===== src/rtl/pcie_tl_pkg.sv =====
// Shared types and constants for the PCIe transaction-layer VC0 drain path.
package pcie_tl_pkg;

    typedef enum logic [1:0] {
        ST_IDLE  = 2'd0,
        ST_RUN   = 2'd1,
        ST_DRAIN = 2'd2,
        ST_ERROR = 2'd3
    } rd_state_e;

    localparam int DATA_WIDTH_DEF = 6;
    localparam int SKID_DEPTH     = 2;

endpackage


===== src/rtl/vc0_skid_buf.sv =====
// Two-entry FIFO-ordered skid buffer: entry 0 is always the head.
module vc0_skid_buf
    import pcie_tl_pkg::*;
#(
    parameter int DATA_WIDTH = DATA_WIDTH_DEF
) (
    input  logic                  clk,
    input  logic                  reset,
    input  logic                  push,
    input  logic [DATA_WIDTH-1:0] push_data,
    input  logic                  pop,
    output logic [DATA_WIDTH-1:0] head,
    output logic [1:0]            occ,
    output logic                  overflow
);

    localparam logic [1:0] FULL_OCC = 2'(SKID_DEPTH);

    logic [DATA_WIDTH-1:0] entry0;
    logic [DATA_WIDTH-1:0] entry1;
    logic                  pop_eff;
    logic                  full;

    assign pop_eff  = pop && (occ != 2'd0);
    assign full     = (occ == FULL_OCC);
    // A landing word with nowhere to go is dropped and flagged.
    assign overflow = push && full && !pop_eff;
    assign head     = entry0;

    always_ff @(posedge clk or posedge reset) begin
        if (reset) begin
            entry0 <= '0;
            entry1 <= '0;
            occ    <= 2'd0;
        end else begin
            case ({push, pop_eff})
                2'b01: begin
                    entry0 <= entry1;
                    occ    <= occ - 2'd1;
                end
                2'b10: begin
                    if (occ == 2'd0) begin
                        entry0 <= push_data;
                    end else if (occ == 2'd1) begin
                        entry1 <= push_data;
                    end
                    if (!full) begin
                        occ <= occ + 2'd1;
                    end
                end
                2'b11: begin
                    if (occ == 2'd1) begin
                        entry0 <= push_data;
                    end else begin
                        entry0 <= entry1;
                        entry1 <= push_data;
                    end
                end
                default: begin
                end
            endcase
        end
    end

endmodule


===== src/rtl/vc0_fifo_reader.sv =====
// VC0 transmit FIFO drain controller: read strobes, latency absorption, valid/ready output.
// Optional delivered-word counter enabled by defining VC0_READER_STATS_EN.
module vc0_fifo_reader
    import pcie_tl_pkg::*;
#(
    parameter int DATA_WIDTH = DATA_WIDTH_DEF
) (
    input  logic                  clk,
    input  logic                  reset,
    input  logic                  enable,
    input  logic                  pause,
    input  logic                  fifo_empty,
    input  logic                  fifo_error,
    input  logic [DATA_WIDTH-1:0] fifo_data,
    output logic                  fifo_rd_en,
    output logic [DATA_WIDTH-1:0] out_data,
    output logic                  out_valid,
    input  logic                  out_ready,
    output logic [1:0]            state,
    output logic                  err,
    output logic [7:0]            rd_count
);

    rd_state_e  cur_state;
    rd_state_e  nxt_state;
    logic       inflight;
    logic [1:0] occ;
    logic       pop;
    logic       overflow;
    logic [2:0] projected;

    vc0_skid_buf #(
        .DATA_WIDTH(DATA_WIDTH)
    ) u_buf (
        .clk      (clk),
        .reset    (reset),
        .push     (inflight),
        .push_data(fifo_data),
        .pop      (pop),
        .head     (out_data),
        .occ      (occ),
        .overflow (overflow)
    );

    assign out_valid = (occ != 2'd0);
    assign pop       = out_valid && out_ready;
    assign state     = cur_state;
    assign err       = (cur_state == ST_ERROR);

    // Occupancy after this cycle's landing word and pop, before this strobe's word lands.
    assign projected  = {1'b0, occ} + {2'b00, inflight} - {2'b00, pop};
    assign fifo_rd_en = (cur_state == ST_RUN) && !fifo_empty && !pause && (projected < 3'd2);

    always_ff @(posedge clk or posedge reset) begin
        if (reset) begin
            cur_state <= ST_IDLE;
            inflight  <= 1'b0;
        end else begin
            cur_state <= nxt_state;
            inflight  <= fifo_rd_en;
        end
    end

    always_comb begin
        nxt_state = cur_state;
        case (cur_state)
            ST_IDLE: begin
                if (enable) nxt_state = ST_RUN;
            end
            ST_RUN: begin
                if (pause || !enable) nxt_state = ST_DRAIN;
            end
            ST_DRAIN: begin
                if (!pause && enable) begin
                    nxt_state = ST_RUN;
                end else if (!enable && (occ == 2'd0) && !inflight) begin
                    nxt_state = ST_IDLE;
                end
            end
            default: nxt_state = ST_ERROR;
        endcase
        if (fifo_error || overflow) nxt_state = ST_ERROR;
    end

`ifdef VC0_READER_STATS_EN
    always_ff @(posedge clk or posedge reset) begin
        if (reset) begin
            rd_count <= 8'd0;
        end else if (pop) begin
            rd_count <= rd_count + 8'd1;
        end
    end
`else
    assign rd_count = 8'd0;
`endif

endmodule


===== config.mk =====
export PLATFORM = sky130hd
export DESIGN_NAME = vc0_fifo_reader
export DESIGN_NICKNAME = d
export VERILOG_FILES = /design/src/rtl/pcie_tl_pkg.sv /design/src/rtl/vc0_skid_buf.sv /design/src/rtl/vc0_fifo_reader.sv
export SDC_FILE = /design/constraint.sdc
export NUM_CORES = 1
export LEC_CHECK = 0
export ABC_AREA = 1
export CAP_MARGIN = 15
export CORE_MARGIN = 5
export CORE_UTILIZATION = 40
export DETAILED_ROUTE_END_ITERATION = 10
export PLACE_DENSITY = 0.66
export SLEW_MARGIN = 20
export SYNTH_ARGS = -nofsm -noshare
export SYNTH_HDL_FRONTEND = slang
export SYNTH_SLANG_ARGS = --single-unit

===== constraint.sdc =====
create_clock -name clk -period 3.4 [get_ports clk]
set_clock_uncertainty 0.05 [all_clocks]
set_input_delay 0.68 -clock clk [delete_from_list [all_inputs] [get_ports clk]]
set_output_delay 0.68 -clock clk [all_outputs]
set_load 0.02 [all_outputs]

== Yosys cells after proc, flatten, opt, wreduce, memory -nomap -nowiden ==
Index checks and enable logic that the tools add are counted.

* Register bits after elaboration: 17
* Input bits: 13
* Output and inout bits: 19
* Word-level logic and storage cells: 66

* Add/subtract/negate cells: 4
* Magnitude comparators: 1
* Equality and inequality tests: 15
* Multiplexer cells: 14
* Reduce and logical (&&, ||, !) cells: 27

{| class="wikitable"
|+ Operator list
! cell !! count
|-
| 6-bit two-way mux || 4
|-
| 6-bit case mux with 3 select lines || 1
|-
| 2-bit two-way mux || 6
|-
| 6-bit case mux with 2 select lines || 1
|-
| 2-bit equality test (second input constant) || 5
|-
| 1-bit logical AND || 10
|-
| 2-bit inequality test (second input constant) || 4
|-
| 2-bit by 1-bit equality test with 1-bit output (second input constant) || 3
|-
| 2-bit case mux with 3 select lines || 1
|-
| 3-bit AND reduction || 2
|-
| 2-bit nonzero test || 3
|-
| 1-bit zero test || 5
|-
| 2-bit zero test || 2
|-
| 4-bit inequality test (second input constant) || 1
|-
| 2-bit case mux with 2 select lines || 1
|-
| 2-bit AND reduction || 2
|-
| 2-bit by 1-bit adder with 3-bit output || 1
|-
| 3-bit by 2-bit less-than comparator with 1-bit output (second input constant) || 1
|-
| 3-bit by 1-bit inequality test with 1-bit output (second input constant) || 1
|-
| 3-bit inequality test (second input constant) || 1
|-
| 3-bit nonzero test || 1
|-
| 3-bit by 1-bit subtractor with 3-bit output || 1
|-
| 2-bit by 1-bit adder with 2-bit output (second input constant) || 1
|-
| 1-bit logical OR || 2
|-
| 2-bit by 1-bit subtractor with 2-bit output (second input constant) || 1
|}

== Logic depth before layout (Yosys ltp) ==
Gate-level depths: netlist of the first run.

* Depth after elaboration: 8
* Mapped depth: 10
* Gate-level depth less buffers: 9

== Modules after synthesis ==
Synthesis of the first run repeated with hierarchy kept, for this count alone.

* Cells, all modules: 209
* Area total of the unflattened synthesis: 1372.6 µm²

{| class="wikitable"
|+ By module, submodules not included
! module !! instances !! cells an instance !! area an instance (µm²) !! seq. area each (µm²)
|-
| vc0_skid_buf || 1 || 161 || 1048.5 || 350.3
|-
| vc0_fifo_reader || 1 || 48 || 324.1 || 75.1
|}

== Worst setup path before layout of the first run ==
OpenSTA, ideal clock, no wires.

* Path kind: register -> output
* Start: register u_buf.occ[1]
* End: output port fifo_rd_en
* Arrival time: 2.489 ns
* Required time: 2.670 ns
* Setup slack: 0.181 ns
* Stages on the path, launching flop included: 9
* Buffers on the path: 0
* Path through: dfrtp_1 -> inv_1 -> ha_1 -> nor2_2 -> ha_1 -> or2_2 -> fa_1 -> nand2_1 -> a211oi_1

* Word-level cells in the longest chain between the ends: 5
* Elaborated cells between the ends (all ways): 6
* Classes of those cells: add/sub: 2; order compare: 1; reduce/logical: 3

{| class="wikitable"
|+ Ends and longest elaborated chain
! item !! line !! RTL
|-
| start, declared || vc0_skid_buf.sv:13 || <nowiki>output logic [1:0] occ,</nowiki>
|-
| start signal, assigned || vc0_skid_buf.sv:39 || <nowiki>occ <= occ - 2'd1;</nowiki>
|-
| start signal, assigned || vc0_skid_buf.sv:48 || <nowiki>occ <= occ + 2'd1;</nowiki>
|-
| branches (longest 2 deep; another with 2-bit by 1-bit adder with 3-bit output) || - ||
|-
| 3-bit by 1-bit subtractor with 3-bit output (*) || vc0_fifo_reader.sv:51 || <nowiki>assign projected = {1'b0, occ} + {2'b00, inflight} - {2'b00, pop};</nowiki>
|-
| 3-bit by 2-bit less-than comparator with 1-bit output (*) || vc0_fifo_reader.sv:52 || <nowiki>assign fifo_rd_en = (cur_state == ST_RUN) && !fifo_empty && !pause && (projected < 3'd2);</nowiki>
|-
| 1-bit logical AND (*) || vc0_fifo_reader.sv:52 ||
|-
| end, declared || vc0_fifo_reader.sv:15 || <nowiki>output logic fifo_rd_en,</nowiki>
|}

Every way passes the cells marked *.

== Final worst setup path of the first run ==
* Start: input port out_ready
* End: output port fifo_rd_en

* Word-level cells in the longest chain between the ends: 4

{| class="wikitable"
|+ Ends and longest elaborated chain
! item !! line !! RTL
|-
| start, declared || vc0_fifo_reader.sv:18 || <nowiki>input logic out_ready,</nowiki>
|-
| 1-bit logical AND || vc0_fifo_reader.sv:46 || <nowiki>assign pop = out_valid && out_ready;</nowiki>
|-
| 3-bit by 1-bit subtractor with 3-bit output || vc0_fifo_reader.sv:51 ||
|-
| 3-bit by 2-bit less-than comparator with 1-bit output || vc0_fifo_reader.sv:52 ||
|-
| 1-bit logical AND || vc0_fifo_reader.sv:52 ||
|}

Every way passes these cells.

==> load_flow_metrics.sql, run 1 <==
INSERT INTO impl_metrics (metric_group, metric, value, unit) VALUES
('run_status', 'outcome', 'finished clean', ''),
('pwr', 'power_density', '600.3', 'mW/mm2'),
('timing', 'final.setup.tns', '0', 'ns'),
('placement', 'detailed_place_hpwl', '2060', 'um'),
('final_layout', 'fillerInstances', '365', ''),
('synthesis', 'synthXorXnorAreaFrac', '0.6573', '%'),
('floorplan', 'fp-row-count', '21', ''),
('run', 'cap_violations', '0', ''),
('grt', 'grt_max_degree', '18', ''),
('pwr', 'finalPower', '987.0', 'uW'),
('timing', 'period_needed', '3.243', 'ns'),
('pwr', 'leakage', '0.9107', 'nW'),
('worst_setup_path', 'worst-setup-path-type', 'in2out', ''),
('final_layout', 'num-nets-final', '256', ''),
('timing', 'worst_slew_pin_slew', '0.6722', 'ns'),
('pwr', 'proportion_of_total_power_due_to_net_switching', '44.37', '%'),
('timing', 'maxClockFrequency', '0.3083', 'GHz'),
('synthesis', 'syn-instance-count', '206', ''),
('timing', 'fin_crit_sh', '95.39', '%'),
('worst_setup_path', 'cp_num_cells', '9', ''),
('timing', 'slew_viol_final', '0', ''),
('worst_setup_path', 'critical_path.n_buffers_inverters', '3', ''),
('pwr', 'max-vdd-ir-drop', '0.2888', 'mV'),
('routing', 'totalWireLength', '2779', 'um'),
('pwr', 'seq_power_share', '29.4', '%'),
('final_layout', 'design_area', '0.001644', 'mm2'),
('final_layout', 'most_used_cells_in_the_layout_excluding_fill_and_tap_cells', 'sky130_fd_sc_hd__nand2_1 (69), sky130_fd_sc_hd__inv_1 (35), sky130_fd_sc_hd__nor2_1 (24)', ''),
('timing', 'max-slew-margin-rel', '55.13', '%'),
('worst_setup_path', 'worstSetupStartpointType', 'primary input', ''),
('worst_setup_path', 'critical_path.top_delay_family', 'adder cells', ''),
('synthesis', 'yosysWarnings', '0', ''),
('routing', 'drt_drc_violations_left', '0', ''),
('synthesis', 'synthesis.area', '0.001333', 'mm2'),
('final_layout', 'finalNonFillerCells', '283', ''),
('pwr', 'power_switching', '437.9', 'uW'),
('cts', 'tritoncts', 'done', ''),
('synthesis', 'synth_area_per_cell', '6.469', 'um2'),
('placement', 'buffers_on_ports', '23', ''),
('placement', 'dpl-instance-area', '0.001608', 'mm2'),
('cts', 'cts_hold_buffers', '0', ''),
('floorplan', 'io_pins', '32', ''),
('grt', 'grt_util_all_layers', '13.59', '%'),
('grt', 'first_pass_grt_wire_length', '4857', 'um'),
('floorplan', 'die_height', '67.72', 'um'),
('worst_setup_path', 'worst_r2r_path_depth', '10', ''),
('cts', 'root_cell_of_the_clock_tree', 'sky130_fd_sc_hd__clkbuf_4', ''),
('placement', 'post-place-cells', '278', ''),
('pwr', 'internal_power', '549.0', 'uW'),
('cts', 'htreeDepth', '1', ''),
('cts', 'clkTransAtPathRegs', '0.10', 'ns'),
('synthesis', 'synth-simple-area-share', '38.22', '%'),
('routing', 'via_count_of_the_routed_design', '1202', ''),
('cts', 'cts_buffers', '3', ''),
('synthesis', 'synth-seq-cells', '17', ''),
('worst_setup_path', 'crit_slowest_cell', 'sky130_fd_sc_hd__fa_1', ''),
('grt', 'initial_antenna_violation_count', '0', ''),
('synthesis', 'synth_top_family_by_area', 'simple AND/OR/NAND/NOR gates', ''),
('final_layout', 'layout_commonest_cell', 'sky130_fd_sc_hd__nand2_1', ''),
('final_layout', 'areaGrowthSynthToFinish', '23.38', '%'),
('worst_setup_path', 'end_kind', 'output port', ''),
('floorplan', 'fp.dieW', '67.72', 'um'),
('synthesis', 'synth_fa_ha_area_share', '5.258', '%'),
('grt', 'grt_pass1_vias', '1136', ''),
('final_layout', 'num_antenna_cells', '0', ''),
('floorplan', 'total_core_area', '0.003284', 'mm2'),
('hold_path', 'timing.hold.worst_path_depth', '2', ''),
('final_layout', 'final_layout_size_suffix_gt1_share', '10.13', '%'),
('placement', 'routabilityCongestion', '0.7669', ''),
('timing', 'setup_viol', '0', ''),
('pwr', 'p_clk_share', '11.6', '%'),
('floorplan', 'start_util', '40.57', '%');
## logic make-up after synthesis
kind of cell | count (synthesis)
flip-flops | 17
other | 1
XOR/XNOR | 1
buffers and inverters | 51
adder cells (fa/ha/maj) | 5
AO/OA/AOI/OAI | 11
AND/OR/NAND/NOR | 120
## per-stage QoR
| step | worst slack, ns | hold WS, ns |
|---|---|---|
| floorplan | 0.1814 | 0.4162 |
| global placement | -0.6141 | 0.4151 |
| detailed placement | -0.6574 | 0.4266 |
| CTS | 0.1757 | 0.4544 |
| global route | 0.07735 | 0.4770 |
| finish | 0.1569 | 0.4525 |
## what timing repair did
item	in CTS	in global routing
gates resized for setup	9	0
setup endpoints to repair	1	0
buffers inserted	1	0
hold endpoints to repair	0	0
## power groups by stage
stage          Clock (mW)  Sequential, mW  Combinational [mW]
4_1_cts             0.121           0.290               0.591
3_5_place_dp            0           0.295               0.581
2_1_floorplan           0           0.341               0.342
3_3_place_gp            0           0.293               0.581
5_1_grt             0.125           0.297               0.667
6_report            0.114           0.290               0.582
## area by class of cell
cell class	count	area [um2]	share of cell area [%]
inverter	38	145.1	8.828
sequential	17	425.4	25.88
clock buffer	3	22.52	1.370
timing repair buffer	33	301.5	18.34
clock inverter	1	5.005	0.3044
tap	46	57.56	3.501
multi-input combinational	145	686.9	41.78
## Yosys cell counts
| cell type | instances | area, um2 |
|---|---|---|
| sky130_fd_sc_hd__inv_4 | 1 | 6.260 |
| sky130_fd_sc_hd__nand2_1 | 69 | 259.0 |
| sky130_fd_sc_hd__a31oi_1 | 1 | 6.260 |
| sky130_fd_sc_hd__buf_2 | 1 | 5.000 |
| sky130_fd_sc_hd__inv_2 | 1 | 3.750 |
| sky130_fd_sc_hd__o21ai_1 | 3 | 15.01 |
| sky130_fd_sc_hd__nor3_1 | 1 | 5.000 |
| sky130_fd_sc_hd__nand3_1 | 21 | 105.1 |
| sky130_fd_sc_hd__fa_1 | 1 | 20.02 |
| sky130_fd_sc_hd__conb_1 | 1 | 3.750 |
| sky130_fd_sc_hd__buf_4 | 9 | 67.56 |
| sky130_fd_sc_hd__nand2_4 | 1 | 11.26 |
| sky130_fd_sc_hd__inv_1 | 36 | 135.1 |
| sky130_fd_sc_hd__ha_1 | 4 | 50.05 |
| sky130_fd_sc_hd__nor2_2 | 1 | 6.260 |
| sky130_fd_sc_hd__o31ai_1 | 1 | 7.510 |
| sky130_fd_sc_hd__dfrtp_1 | 17 | 425.4 |
| sky130_fd_sc_hd__a21oi_1 | 1 | 5.000 |
| sky130_fd_sc_hd__nand2_2 | 1 | 6.260 |
| sky130_fd_sc_hd__or2_2 | 1 | 6.260 |
| sky130_fd_sc_hd__buf_6 | 3 | 33.78 |
| sky130_fd_sc_hd__o21bai_1 | 1 | 7.510 |
| sky130_fd_sc_hd__o21ai_0 | 3 | 15.01 |
| sky130_fd_sc_hd__nor2_8 | 1 | 20.02 |
| sky130_fd_sc_hd__nor2_1 | 24 | 90.09 |
| sky130_fd_sc_hd__a211oi_1 | 1 | 7.510 |
| sky130_fd_sc_hd__xor2_1 | 1 | 8.760 |
## registers in the layout (all words and copies together), names as in the netlist
| register | cells |
|---|---|
| inflight | 1 |
| u_buf.head | 6 |
| state | 2 |
| u_buf.occ | 2 |
| u_buf.entry1 | 6 |
## worst register-to-register path: stages, from the launching register on
cell,delay [ns]
sky130_fd_sc_hd__dfrtp_1,0.36
sky130_fd_sc_hd__inv_1,0.06
sky130_fd_sc_hd__ha_1,0.21
sky130_fd_sc_hd__nor2_2,0.10
sky130_fd_sc_hd__ha_1,0.23
sky130_fd_sc_hd__or2_2,0.30
sky130_fd_sc_hd__fa_1,0.39
sky130_fd_sc_hd__o21ai_0,0.23
sky130_fd_sc_hd__a211oi_2,0.08
sky130_fd_sc_hd__buf_4,0.14
sky130_fd_sc_hd__buf_4,0.12
## routing by layer
| metal | vias up | GRT usage, % | share of wire [%] |
|---|---|---|---|
| met3 | 2 | 1.664 | 4.0 |
| met4 | 0 | 6.076 | 1.2 |
| li1 | 665 | - | - |
| met5 | - | 0 | 0 |
| met1 | 514 | 17.44 | 49 |
| met2 | 21 | 22.60 | 46 |
## path summary, 6_finish.rpt
path | slack (ns) | endpoint | start
setup reg to reg | 1.04 | inflight | u_buf.occ[0]
hold / removal | 0.45 | u_buf.head[5] | u_buf.head[5]
max in group asynchronous | 2.14 | inflight | reset
hold reg to reg | 0.45 | u_buf.head[5] | u_buf.head[5]
min in group asynchronous | 0.73 | u_buf.head[4] | reset
setup / recovery | 0.16 | fifo_rd_en | out_ready
Power figures use the tool's default switching activity.
==> run 2: changes to the inputs <==
Settings changed: CTS_CLUSTER_SIZE set to 16.
==> results of run 2 <==
Final layout, timing and power as in run 1 (identical DEF).
==> run 3: changes to the inputs <==
Settings changed: CAP_MARGIN 15 to 30.
==> results of run 3 <==
Final layout, timing and power as in run 1 (identical DEF).
==> edit (settings of run 2) <==
Build with the macro `VC0_READER_STATS_EN` defined.
--- a/src/rtl/vc0_fifo_reader.sv
+++ b/src/rtl/vc0_fifo_reader.sv
@@ -2,2 +2,4 @@
 // Optional delivered-word counter enabled by defining VC0_READER_STATS_EN.
+`define VC0_READER_STATS_EN
+
 module vc0_fifo_reader
Function: changed (a bounded check fails within 10 cycles, from zero or initial values and one cycle with reset high).
==> edit against run 2 <==
First-iteration DRC count rose by 38%; fmax up 3.9%; via count up 23%; sequential cell count up 8; cell area rose by 26%; worst setup slack better by 0.12 ns; synthesized area increased by 23%; total power up 48%; routed wire length increased by 21%.
==> edit: results (changes against run 2) <==
Logic synthesis
  – Synth Area per Inst: 6.90 sq um (was 6.47 sq um)
  – Most frequent cells after synthesis: nand2_1, inv_1, dfrtp_1, nor2_1, nand3_1 (was nand2_1, inv_1, nor2_1)
  – Area share of the largest cell type after synthesis: 0.381 (was 0.319)
  – Post-synthesis sequential area ratio: 0.381 (was 0.319)
  – Library cells used by synthesis: 24 (was 27)

CTS
  – Insertion delay of the later-clocked pin in the worst-skew pair: 0.26 ns (was 0.30 ns)

Global route
  – Tot GR Track Use: 0.138 (was 0.136)
  – Vias in the first global route: 1467 (was 1136)
  – Pin count of the biggest net entering global routing: 26 (was 18)

Place
  – # placed instances: 321 (was 278)
  – Pre-CTS setup slack: -0.494 ns (was -0.657 ns)
  – I/O Buffers: 31 (was 23)
  – Post-DP Area: 0.00202 sq mm (was 0.00161 sq mm)

Pwr
  – Leakage power: 1.10 nW (was 0.911 nW)
  – Worst vdd ir: 0.432 mV (was 0.289 mV)
  – Internal Pwr Total: 0.838 mW (was 0.549 mW)

Finish
  – Layout cells sized above 1: 0.0764 (was 0.101)
  – Final nets: 295 (was 256)

Drt
  – Post-DR vias/cell: 4.55 (was 4.25)
  – M1 WL: 1640 microns (was 1350 microns)
  – Routed wl met2: 1560 microns (was 1280 microns)
  – DR WL/cell: 10.3 microns (was 9.82 microns)
  – Iter 0 DRT Violations: 80 (was 58)

Outcome
  – Result of the run: complete, no violations (unchanged)

Worst setup path
  – Slowest cell delay on critical path: 0.53 ns (was 0.48 ns)
  – Cell count of the worst reg-to-reg path: 7 (was 10)
  – Crit path DAT: 2.39 ns (was 2.51 ns)
  – Worst-path maximum fanout: 3 (was 2)

STA
  – Max_slew headroom: 0.718 (was 0.551)
[edit: tightest hold or removal path, delay by kind of cell, from the launching register on]
kind             cells  cell delay (ns)
flip-flops           1             0.38
AND/OR/NAND/NOR      2             0.11
[edit: timing repair]
item / in CTS / in global routing
resized for setup: 9 / 1
setup endpoints to repair: 1 / 1
setup buffers: 0 / 0
cloned: 0 / 0
[edit: power by group through the flow]
stage,Clock [mW],Sequential [mW],Combinational [mW]
after floorplan,0,0.573,0.413
after global placement,0,0.476,0.812
after detailed placement,0,0.478,0.820
after CTS,0.182,0.473,0.829
after global routing,0.192,0.490,0.921
final,0.172,0.471,0.814
[edit: logic make-up (layout without fill, tap and decap cells)]
kind of cell | Yosys count | count (layout) | synth area share
compound gates | 8 | 8 | 0.0274
buf+inv | 49 | 86 | 0.127
xor+xnor | 6 | 6 | 0.0320
flops | 25 | 25 | 0.381
fa+ha+maj | 6 | 6 | 0.0503
simple gates | 144 | 144 | 0.382
[edit: cell type report]
| type | count | area, sq um |
|---|---|---|
| Clock buffer | 4 | 45.0 |
| Fill cell | 399 | 1920 |
| Timing Repair Buffer | 38 | 367 |
| Multi-Input combinational cell | 164 | 815 |
| Tap cell | 50 | 62.6 |
| Sequential cell | 25 | 626 |
| Inverter | 44 | 165 |
[edit: worst paths after layout]
path	from	end	slack (ns)
setup / recovery	u_buf.occ[1]	fifo_rd_en	0.28
hold / removal	rd_count[7]	rd_count[7]	0.46
setup reg to reg	u_buf.occ[1]	inflight	1.27
hold reg to reg	rd_count[7]	rd_count[7]	0.46
max in group asynchronous	reset	rd_count[3]	2.35
min in group asynchronous	reset	u_buf.entry1[4]	0.71
[edit: layer usage]
layer / vias up / track usage
met5: - / 0
met4: 0 / 0.0362
met3: 2 / 0.0216
met2: 24 / 0.239
met1: 666 / 0.179
li1: 786 / -
